--- src/rtl/ram_dump_reader.sv ---
// ram_dump_reader
//   Walks the CPU RAM from FIRST_ADDR to LAST_ADDR (wrapping modulo 2^ADDR_W).
//   Each word is returned with its address over a valid/ready stream.
//   A modulo-2^DATA_W checksum of the accepted words is kept alongside.
//
// Ports
//   i_clk        system clock, rising edge
//   i_reset      asynchronous active-high reset
//   i_start      dump request, taken when idle (or leaving DONE) and not in load mode
//   i_load_mode  loader owns the RAM; blocks start, aborts a running dump
//   o_dump_rd    RAM read strobe (high in READ)
//   o_dump_addr  RAM read address
//   i_ram_data   RAM read data, one clock after o_dump_rd
//   o_out_valid  o_out_data/o_out_addr hold a word
//   i_out_ready  consumer accepts the word
//   o_out_data   dumped word
//   o_out_addr   address of o_out_data
//   o_busy       high in every state except IDLE
//   o_done       one-cycle pulse after the last word is accepted
//   o_checksum   sum of accepted words, valid from the done pulse onward
module ram_dump_reader #(
    parameter int unsigned ADDR_W     = 4,
    parameter int unsigned DATA_W     = 8,
    parameter int unsigned FIRST_ADDR = 0,
    parameter int unsigned LAST_ADDR  = 15
) (
    input  logic              i_clk,
    input  logic              i_reset,
    input  logic              i_start,
    input  logic              i_load_mode,
    output logic              o_dump_rd,
    output logic [ADDR_W-1:0] o_dump_addr,
    input  logic [DATA_W-1:0] i_ram_data,
    output logic              o_out_valid,
    input  logic              i_out_ready,
    output logic [DATA_W-1:0] o_out_data,
    output logic [ADDR_W-1:0] o_out_addr,
    output logic              o_busy,
    output logic              o_done,
    output logic [DATA_W-1:0] o_checksum
);

    localparam logic [ADDR_W-1:0] FirstAddr = ADDR_W'(FIRST_ADDR);
    localparam logic [ADDR_W-1:0] LastAddr  = ADDR_W'(LAST_ADDR);

    typedef enum logic [2:0] {StIdle, StRead, StCapture, StHold, StDone} state_e;

    state_e            r_state;
    logic [ADDR_W-1:0] r_addr;
    logic [DATA_W-1:0] r_sum;
    logic [DATA_W-1:0] r_checksum;
    logic [DATA_W-1:0] r_out_data;
    logic [ADDR_W-1:0] r_out_addr;
    logic              r_out_valid;

    state_e            w_state_d;
    logic [ADDR_W-1:0] w_addr_d;
    logic [DATA_W-1:0] w_sum_d;
    logic [DATA_W-1:0] w_checksum_d;
    logic [DATA_W-1:0] w_out_data_d;
    logic [ADDR_W-1:0] w_out_addr_d;
    logic              w_out_valid_d;
    logic [DATA_W-1:0] w_sum_acc;

    assign w_sum_acc = r_sum + r_out_data;

    always_comb begin
        w_state_d     = r_state;
        w_addr_d      = r_addr;
        w_sum_d       = r_sum;
        w_checksum_d  = r_checksum;
        w_out_data_d  = r_out_data;
        w_out_addr_d  = r_out_addr;
        w_out_valid_d = r_out_valid;

        case (r_state)
            StIdle: begin
                if (i_start && !i_load_mode) begin
                    w_addr_d  = FirstAddr;
                    w_sum_d   = '0;
                    w_state_d = StRead;
                end
            end
            StRead: begin
                w_state_d = StCapture;
            end
            StCapture: begin
                w_out_data_d  = i_ram_data;
                w_out_addr_d  = r_addr;
                w_out_valid_d = 1'b1;
                w_state_d     = StHold;
            end
            StHold: begin
                if (i_out_ready) begin
                    w_sum_d       = w_sum_acc;
                    w_out_valid_d = 1'b0;
                    if (r_addr == LastAddr) begin
                        // Publish with the final sum so checksum is valid during done.
                        w_checksum_d = w_sum_acc;
                        w_state_d    = StDone;
                    end else begin
                        w_addr_d  = r_addr + ADDR_W'(1);
                        w_state_d = StRead;
                    end
                end
            end
            StDone: begin
                // A new dump may be accepted on the edge that leaves DONE.
                if (i_start && !i_load_mode) begin
                    w_addr_d  = FirstAddr;
                    w_sum_d   = '0;
                    w_state_d = StRead;
                end else begin
                    w_state_d = StIdle;
                end
            end
            default: begin
                w_state_d = StIdle;
            end
        endcase

        // Loader takes the RAM: drop everything, keep the old checksum.
        if (i_load_mode && (r_state != StIdle)) begin
            w_state_d     = StIdle;
            w_out_valid_d = 1'b0;
            w_checksum_d  = r_checksum;
        end
    end

    always_ff @(posedge i_clk or posedge i_reset) begin
        if (i_reset) begin
            r_state     <= StIdle;
            r_addr      <= '0;
            r_sum       <= '0;
            r_checksum  <= '0;
            r_out_data  <= '0;
            r_out_addr  <= '0;
            r_out_valid <= 1'b0;
        end else begin
            r_state     <= w_state_d;
            r_addr      <= w_addr_d;
            r_sum       <= w_sum_d;
            r_checksum  <= w_checksum_d;
            r_out_data  <= w_out_data_d;
            r_out_addr  <= w_out_addr_d;
            r_out_valid <= w_out_valid_d;
        end
    end

    assign o_dump_rd   = (r_state == StRead);
    assign o_dump_addr = r_addr;
    assign o_out_valid = r_out_valid;
    assign o_out_data  = r_out_data;
    assign o_out_addr  = r_out_addr;
    assign o_busy      = (r_state != StIdle);
    assign o_done      = (r_state == StDone);
    assign o_checksum  = r_checksum;

endmodule

--- config.mk ---
export PLATFORM = sky130hd
export DESIGN_NAME = ram_dump_reader
export DESIGN_NICKNAME = d
export VERILOG_FILES = /design/src/rtl/ram_dump_reader.sv
export SDC_FILE = /design/constraint.sdc
export NUM_CORES = 1
export LEC_CHECK = 0
export CAP_MARGIN = 10
export CELL_PAD_IN_SITES_DETAIL_PLACEMENT = 0
export CELL_PAD_IN_SITES_GLOBAL_PLACEMENT = 1
export CORE_ASPECT_RATIO = 1.1
export CORE_MARGIN = 2
export CORE_UTILIZATION = 35
export DETAILED_ROUTE_END_ITERATION = 8
export PLACE_DENSITY = 0.79
export SETUP_SLACK_MARGIN = 0.05
export SYNTH_ARGS = -nofsm -noshare
export SYNTH_HDL_FRONTEND = slang
export SYNTH_SLANG_ARGS = --single-unit
--- constraint.sdc ---
create_clock -name i_clk -period 1.9 [get_ports i_clk]
set_clock_uncertainty 0.1 [all_clocks]
set_input_delay 0.285 -clock i_clk [delete_from_list [all_inputs] [get_ports i_clk]]
set_output_delay 0.285 -clock i_clk [all_outputs]
set_load 0.05 [all_outputs]
Word-level counts from Yosys, hierarchy flattened
Index checks and enable logic that the tools add are counted.
{"block": "totals", "register_bits": 36, "inputBits": 13, "out_inout_bits": 28, "word_cells": 49}
{"block": "op_classes", "add_sub_neg": 2, "n_eq_ne": 10, "muxes": 16, "bitwise_logic": 1, "n_reduce_logical": 13}
{"cell": "8-bit two-way mux", "count": 2}
{"cell": "8-bit one-hot mux with 2 select lines", "count": 1}
{"cell": "3-bit one-hot mux with 5 select lines", "count": 1}
{"cell": "3-bit two-way mux", "count": 4}
{"cell": "4-bit two-way mux", "count": 3}
{"cell": "8-bit adder", "count": 1}
{"cell": "4-bit one-hot mux with 2 select lines", "count": 1}
{"cell": "4-bit AND reduction", "count": 2}
{"cell": "3-bit by 2-bit == test with 1-bit output, second input constant", "count": 2}
{"cell": "3-bit != test, second input constant", "count": 2}
{"cell": "3-bit nonzero test", "count": 2}
{"cell": "4-bit by 1-bit adder with 4-bit output, second input constant", "count": 1}
{"cell": "4-bit == test, second input constant", "count": 1}
{"cell": "2-bit != test, second input constant", "count": 2}
{"cell": "2-bit AND reduction", "count": 2}
{"cell": "3-bit by 1-bit == test with 1-bit output, second input constant", "count": 1}
{"cell": "3-bit == test, second input constant", "count": 1}
{"cell": "3-bit logical NOT", "count": 1}
{"cell": "1-bit two-way mux", "count": 3}
{"cell": "3-bit AND reduction", "count": 1}
{"cell": "1-bit logical AND", "count": 2}
{"cell": "2-bit by 1-bit != test with 1-bit output, second input constant", "count": 1}
{"cell": "1-bit one-hot mux with 2 select lines", "count": 1}
{"cell": "2-bit nonzero test", "count": 1}
{"cell": "other kinds (3)", "count": 3}

Logic depth before layout (Yosys ltp)
Gate-level depths: netlist of the first run.
{"block": "depth", "depth_word": 5, "depth_mapped": 9, "mapped_depth_nobuf": 9}

Least setup slack after synthesis of the first run
No wires, ideal clock.
{"block": "synth_path", "path_type": "reg-to-reg", "start": "register r_out_data[0] (netlist: o_out_data[0])", "end": "register r_checksum[6] (netlist: o_checksum[6])", "setup_ns": 0.125, "arrival_time_ns": 2.117, "required_ns": 1.675, "slack_ns": -0.442, "stages_incl_launch_ff": 10, "n_path_buf": 0, "period_less_slack_ns": 2.342, "path_cell_list": "dfrtp_1 > ha_1 > inv_1 > fa_1 > nor2b_1 > nor3_1 > o21bai_1 > a21oi_1 > xnor2_1 > mux2_2"}
{"block": "synth_via", "elab_chain_len": 1}
{"element": "start: declaration", "line": "52", "rtl": "logic [DATA_W-1:0] r_out_data;"}
{"element": "start signal: assignment", "line": "144", "rtl": "r_out_data <= w_out_data_d;"}
{"element": "8-bit adder", "line": "65", "rtl": "assign w_sum_acc = r_sum + r_out_data;"}
{"element": "end signal: assignment", "line": "143", "rtl": "r_checksum <= w_checksum_d;"}
{"element": "end: declaration", "line": "51", "rtl": "logic [DATA_W-1:0] r_checksum;"}
No other way between the ends.
A chain may end at the register's enable or synchronous reset.

Worst setup path in the final report of the first run
{"block": "layout_path", "start": "register r_sum[0]", "end": "register r_checksum[6] (netlist: o_checksum[6])"}
{"block": "layout_via", "elab_chain_len": 1}
{"element": "start: declaration", "line": "50", "rtl": "logic [DATA_W-1:0] r_sum;"}
{"element": "start signal: assignment", "line": "142", "rtl": "r_sum <= w_sum_d;"}
{"element": "8-bit adder", "line": "65"}
No other way between the ends.

==> results of run 1 <==
==> per-layer routing <==
layer / vias up / global-route usage (%)
li1: 669 / -
met1: 653 / 19.1
met2: 37 / 24.9
met3: 4 / 4.19
met4: 0 / 3.89
met5: - / 0
==> registers in the layout (all words and copies together) (netlist names) <==
register / count
o_out_data: 8
r_sum: 8
r_state: 3
o_dump_addr: 4
o_checksum: 8
o_out_addr: 4
o_out_valid: 1
==> cell usage in the layout, fill, tap and decap left out, drive strengths merged, types with 2 or more instances in the layout <==
master	count
dlymetal6s2s	2
clkbuf	7
xor2	2
a22o	7
nor3	2
inv	7
ha	8
nor2b	2
dfrtp	36
nor2	12
clkdlybuf4s50	12
o21ai	7
o21bai	2
nand2	9
mux2	17
a21oi	7
buf	48
xnor2	6
nor3b	3
==> timing repair <==
| action | CTS | global route |
|---|---|---|
| hold buffers | 0 | 0 |
| pin swaps | 9 | 6 |
| setup buffers | 3 | 0 |
| endpoints found under the setup margin | 7 | 9 |
| resized for setup | 6 | 13 |
==> kinds of logic (layout without fill, tap and decap cells) <==
logic type / count (synthesis) / count (layout) / share of synthesized area, %
xor gates and xnor gates: 8 / 8 / 3.88
AOI/OAI and AO/OA: 31 / 31 / 11.4
and+or+nand+nor: 38 / 38 / 12.6
buffers and inverters: 13 / 78 / 4.30
muxes: 18 / 18 / 11.2
DFF: 36 / 36 / 49.9
adders and majority gates: 9 / 9 / 6.66
==> path summary, 6_finish.rpt <==
kind / start / end / slack (ps)
worst max-delay path: r_sum[0] / o_checksum[6] / -30
worst min-delay path: i_reset / r_sum[2] / 300
worst max register to register: r_sum[0] / o_checksum[6] / -30
worst min register to register: o_out_valid / o_out_valid / 370
max in group asynchronous: i_reset / o_dump_addr[1] / 1050
min in group i_clk: o_out_valid / o_out_valid / 370
==> worst reg2reg max path, stage by stage (launching register included) <==
cell	delay (ps)
dfrtp_1	390
ha_4	150
inv_2	30
fa_2	360
nor2b_4	130
nor3_2	50
o21bai_1	160
a21oi_2	80
xnor2_1	140
mux2_2	260
==> final cells by class <==
type                            instances  area, um2  area share, %
Sequential cell                        36        911           35.3
Inverter                                7       26.3           1.02
Clock buffer                            7       76.3           2.96
Timing Repair Buffer                   63        547           21.2
Tap cell                               58       72.6           2.81
Multi-Input combinational cell        104        943           36.5
Clock inverter                          1       5.00          0.194
==> report_power, final <==
part / switching (W) / total (W) / leakage (nW) / internal, W
registers: 0.000111 / 0.000992 / 0.470 / 0.000881
logic: 0.000666 / 0.00119 / 0.730 / 0.000523
clock network: 0.000255 / 0.000513 / 0.0422 / 0.000257
total: 0.00103 / 0.00269 / 1.24 / 0.00166
==> through the flow <==
stage | TNS (ps) | instance area, um2 | hold slack [ps] | std cells
after floorplan | -315 | 1850 | 251 | 153
after global placement | -182 | 2390 | 366 | 266
after detailed placement | -287 | 2390 | 370 | 266
after CTS | -58.2 | 2520 | 312 | 276
after global routing | -230 | 2580 | 367 | 276
final | -34.3 | 2580 | 303 | 276
==> flow_metrics.tcl, run 1 <==
set metrics [dict create \
    row_count 27 \
    routed_wl_um 3900 \
    path_max_fanout 2 \
    setup_slack_ps -34.3 \
    yosys.area.top_type_share_pct 49.9 \
    antenna_found_initial 0 \
    n_fill_cell 456 \
    grt_use_total_pct 15.0 \
    clock_sinks 36 \
    nNetsFinal 239 \
    yosysWarnings 0 \
    cts_buffers 5 \
    grt_max_degree 37 \
    dr.pass1.iters 4 \
    crit_cells 9 \
    cts-root-buf "clkbuf_8" \
    drv_slew 0 \
    fp.dieW_um 72.5 \
    seq_area_frac_synth_pct 49.9 \
    synth_fp_nets 175 \
    synth_edf_count 0 \
    drt-initial-drc-count 49 \
    synth_area_leaders "dfrtp_1 50%, mux2_2 11%, ha_1 5.5%" \
    timing.critical_path.buf_inv 1 \
    area_growth_pct 43.1 \
    post-route-period-util_pct 102 \
    start_util_pct 36.1 \
    finalSetupViolCount 1 \
    p_leak_nw 1.24 \
    yosysMostFrequentCell "dfrtp_1" \
    dieArea_um2 5750 \
    synthCells 153 \
    clock_path_buffers 2 \
    core_area_um2 5000 \
    rr_worst_depth 9 \
    top_layer "met4" \
    cp.required_ps 1970 \
    rsz0062_at_grt "true" \
    synth.top_cells.by_count "36 x dfrtp_1, 17 x mux2_2, 10 x nor2_1" \
    grt_pass1_vias 1385 \
    gp_congestion 0.827 \
    met2_length_um 1920 \
    htree_num_levels 2 \
    drcViolationCount 0 \
    vias_per_cell 4.94 \
    final-hold-violation-count 0 \
    die_y_um 79.3 \
    cpMaxStageDelayCell "dfrtp_1" \
    grt_pass1_wl_um 6620 \
    via_count 1363 \
    ys_ff_latch 36 \
    violations "negative setup slack" \
    cts_tree "done" \
    start_kind "flop" \
    port_buffers 40 \
    worstPathCellList "ha_4 -> inv_2 -> fa_2 -> nor2b_4 -> nor3_2 -> o21bai_1 -> a21oi_2 -> xnor2_1 -> mux2_2" \
    maxSlewHeadroom_pct 66.4 \
    drtAntennaViolNets 0 \
    arrival_ps 2010 \
    min_period_ps 1930 \
    overflow 0 \
    ys_async_sr_fraction_pct 100 \
    fmax_ghz 0.517 \
    cp_top_family "adder cells" \
    avgSynthCellArea_um2 11.8 \
    yosys.area.top_type "dfrtp_1" \
    clk_latency_ps 280 \
    dp_slack_ps -79.5 \
    dp_hpwl_um 2780 \
    drive_gt1_share_pct 45.9 \
    drv_cap 0 \
    p_per_area_nw_per_um2 1040 \
    num_io_pins 41 \
    wirelength_met1_um 1730 \
    slowest_delay_ps 390 \
    dr_wl_met3_um 220 \
    ys.flop_type "dfrtp_1" \
    vdd_ir_drop_max_uv 527 \
    clkTransAtPathRegs_ps 70 \
    synth_area_um2 1800 \
    worstMarginPinSlew_ps 504 \
    wl_per_cell_um 14.1 \
    outcome "complete, but fails checks" \
    hold_class "in -> async" \
    diodes 0 \
    synth_cell_types 41 \
    cp-end-kind "flop" \
    finish.utilization_pct 51.6 \
    total_power_w 0.00269 \
    critPathKind "reg -> reg" \
]
No activity file was read; power rests on OpenSTA's default activity.
==> inputs of run 2 (changes only) <==
Settings changed: MAX_ROUTING_LAYER from default to met4.
==> run 2 against run 1 <==
Critical path depth did not move. Clock power is essentially flat. Critical endpoint unchanged. Critical path type unchanged. Core utilization did not move. Final area unchanged. Final cell count unchanged. Via count is the same. Register-to-register slack hardly changed. Largest power group unchanged. Largest cell class unchanged. The flow still finishes with violations (negative setup slack). Setup slack about the same.
==> flow_metrics.tcl, run 2 (same netlist as run 1, synthesis figures left out) <==
set metrics [dict create \
    grt_use_total_pct 15.4 \
    vdd_ir_drop_max_uv 527 \
    grt_max_degree 37 \
    die_y_um 79.3 \
    num_io_pins 41 \
    drtAntennaViolNets 0 \
    final_cell_mix "44 x buf_4, 28 x dfrtp_1, 16 x mux2_2, 12 x clkdlybuf4s50_1, 10 x nor2_1" \
    p_leak_nw 1.24 \
    gp_congestion 0.840 \
    hold_class "in -> async" \
    violations "negative setup slack" \
    postLayoutCellArea_um2 2580 \
    nNetsFinal 239 \
    cts_buffers 5 \
    final-hold-violation-count 0 \
    cp-end-kind "flop" \
    grt_pass1_vias 1385 \
    clock_path_buffers 2 \
    dp_slack_ps -79.5 \
    dr.pass1.iters 4 \
    htree_num_levels 2 \
    rsz0062_at_grt "true" \
    row_count 27 \
    drt-initial-drc-count 54 \
    fin_hold_ws_ps 303 \
    port_buffers 40 \
    cpMaxStageDelayCell "dfrtp_1" \
    overflow 0 \
    min_period_ps 1930 \
    arrival_ps 2000 \
    finalSetupViolCount 1 \
    diodes 0 \
    dp_hpwl_um 2780 \
    slowest_delay_ps 390 \
    maxSlewHeadroom_pct 66.4 \
    routed_wl_um 3900 \
    critPathKind "reg -> reg" \
    drv_cap 0 \
    start_kind "flop" \
    grt_pass1_wl_um 6620 \
    vias_per_cell 4.94 \
    antenna_found_initial 0 \
    outcome "complete, but fails checks" \
    drive_gt1_share_pct 45.9 \
    p_per_area_nw_per_um2 1040 \
    post-route-period-util_pct 102 \
    core_area_um2 5000 \
    clkTransAtPathRegs_ps 70 \
    drv_slew 0 \
    fmax_ghz 0.517 \
    clock_sinks 36 \
    cts_tree "done" \
    cts-root-buf "clkbuf_8" \
    total_power_w 0.00269 \
    fp.dieW_um 72.5 \
    via_count 1363 \
    layout_commonest_cell "buf_4" \
    start_util_pct 36.1 \
    placed_area_um2 2390 \
    wl_per_cell_um 14.1 \
    area_growth_pct 43.1 \
    path_max_fanout 2 \
    worstPathCellList "ha_4 -> inv_2 -> fa_2 -> nor2b_4 -> nor3_2 -> o21bai_1 -> a21oi_2 -> xnor2_1 -> mux2_2" \
    n_fill_cell 456 \
    dieArea_um2 5750 \
    setup_slack_ps -33.9 \
    worstMarginPinSlew_ps 504 \
    clk_latency_ps 280 \
    cp.required_ps 1970 \
    timing.critical_path.buf_inv 1 \
    drcViolationCount 0 \
    cp_top_family "adder cells" \
]
-- run 2: worst min-delay path, stage by stage --
cell and delay, ps:
clkdlybuf4s50_1 390, inv_1 50, buf_4 390
-- run 2: metrics by stage --
step	util [%]	setup TNS, ps	std cells
floorplan	-	-315	153
global placement	47.8	-182	266
detailed placement	47.8	-287	266
CTS	50.4	-58.2	276
global route	51.6	-230	276
finish	51.6	-33.9	276
-- run 2: path summary, 6_finish.rpt --
check | from | to | slack (ps) | cells past startpoint
max in group asynchronous | i_reset | o_dump_addr[1] | 1050 | 3
min in group i_clk | o_out_valid | o_out_valid | 370 | 2
setup / recovery | r_sum[0] | o_checksum[6] | -30 | 9
hold reg to reg | o_out_valid | o_out_valid | 370 | 2
hold / removal | i_reset | r_sum[2] | 300 | 3
setup reg to reg | r_sum[0] | o_checksum[6] | -30 | 9
-- run 2: layout make-up --
cell class	count	area (um2)	area share [%]
Inverter	7	26.3	1.02
Tap cell	58	72.6	2.81
Timing Repair Buffer	63	547	21.2
Clock buffer	7	76.3	2.96
Clock inverter	1	5.00	0.194
Sequential cell	36	911	35.3
Multi-Input combinational cell	104	943	36.5
-- run 2: power by group --
part / internal, W / switching (W) / total, W
Combinational: 0.000523 / 0.000666 / 0.00119
Sequential: 0.000881 / 0.000111 / 0.000992
Clock: 0.000257 / 0.000255 / 0.000512
-- run 2: layer usage --
layer | vias up | GRT usage (%) | share of wire (%)
li1 | 669 | - | -
met1 | 653 | 19.2 | 45
met2 | 37 | 24.9 | 49
met3 | 4 | 3.93 | 5.2
met4 | 0 | 3.89 | 0.74
met5 | - | - | 0
-- run 2: what timing repair did --
item / 4_1_cts / 5_1_grt
setup endpoints to repair: 7 / 9
gates resized for setup: 6 / 13
setup buffers: 3 / 0
hold buffers: 0 / 0
pin swaps: 9 / 6
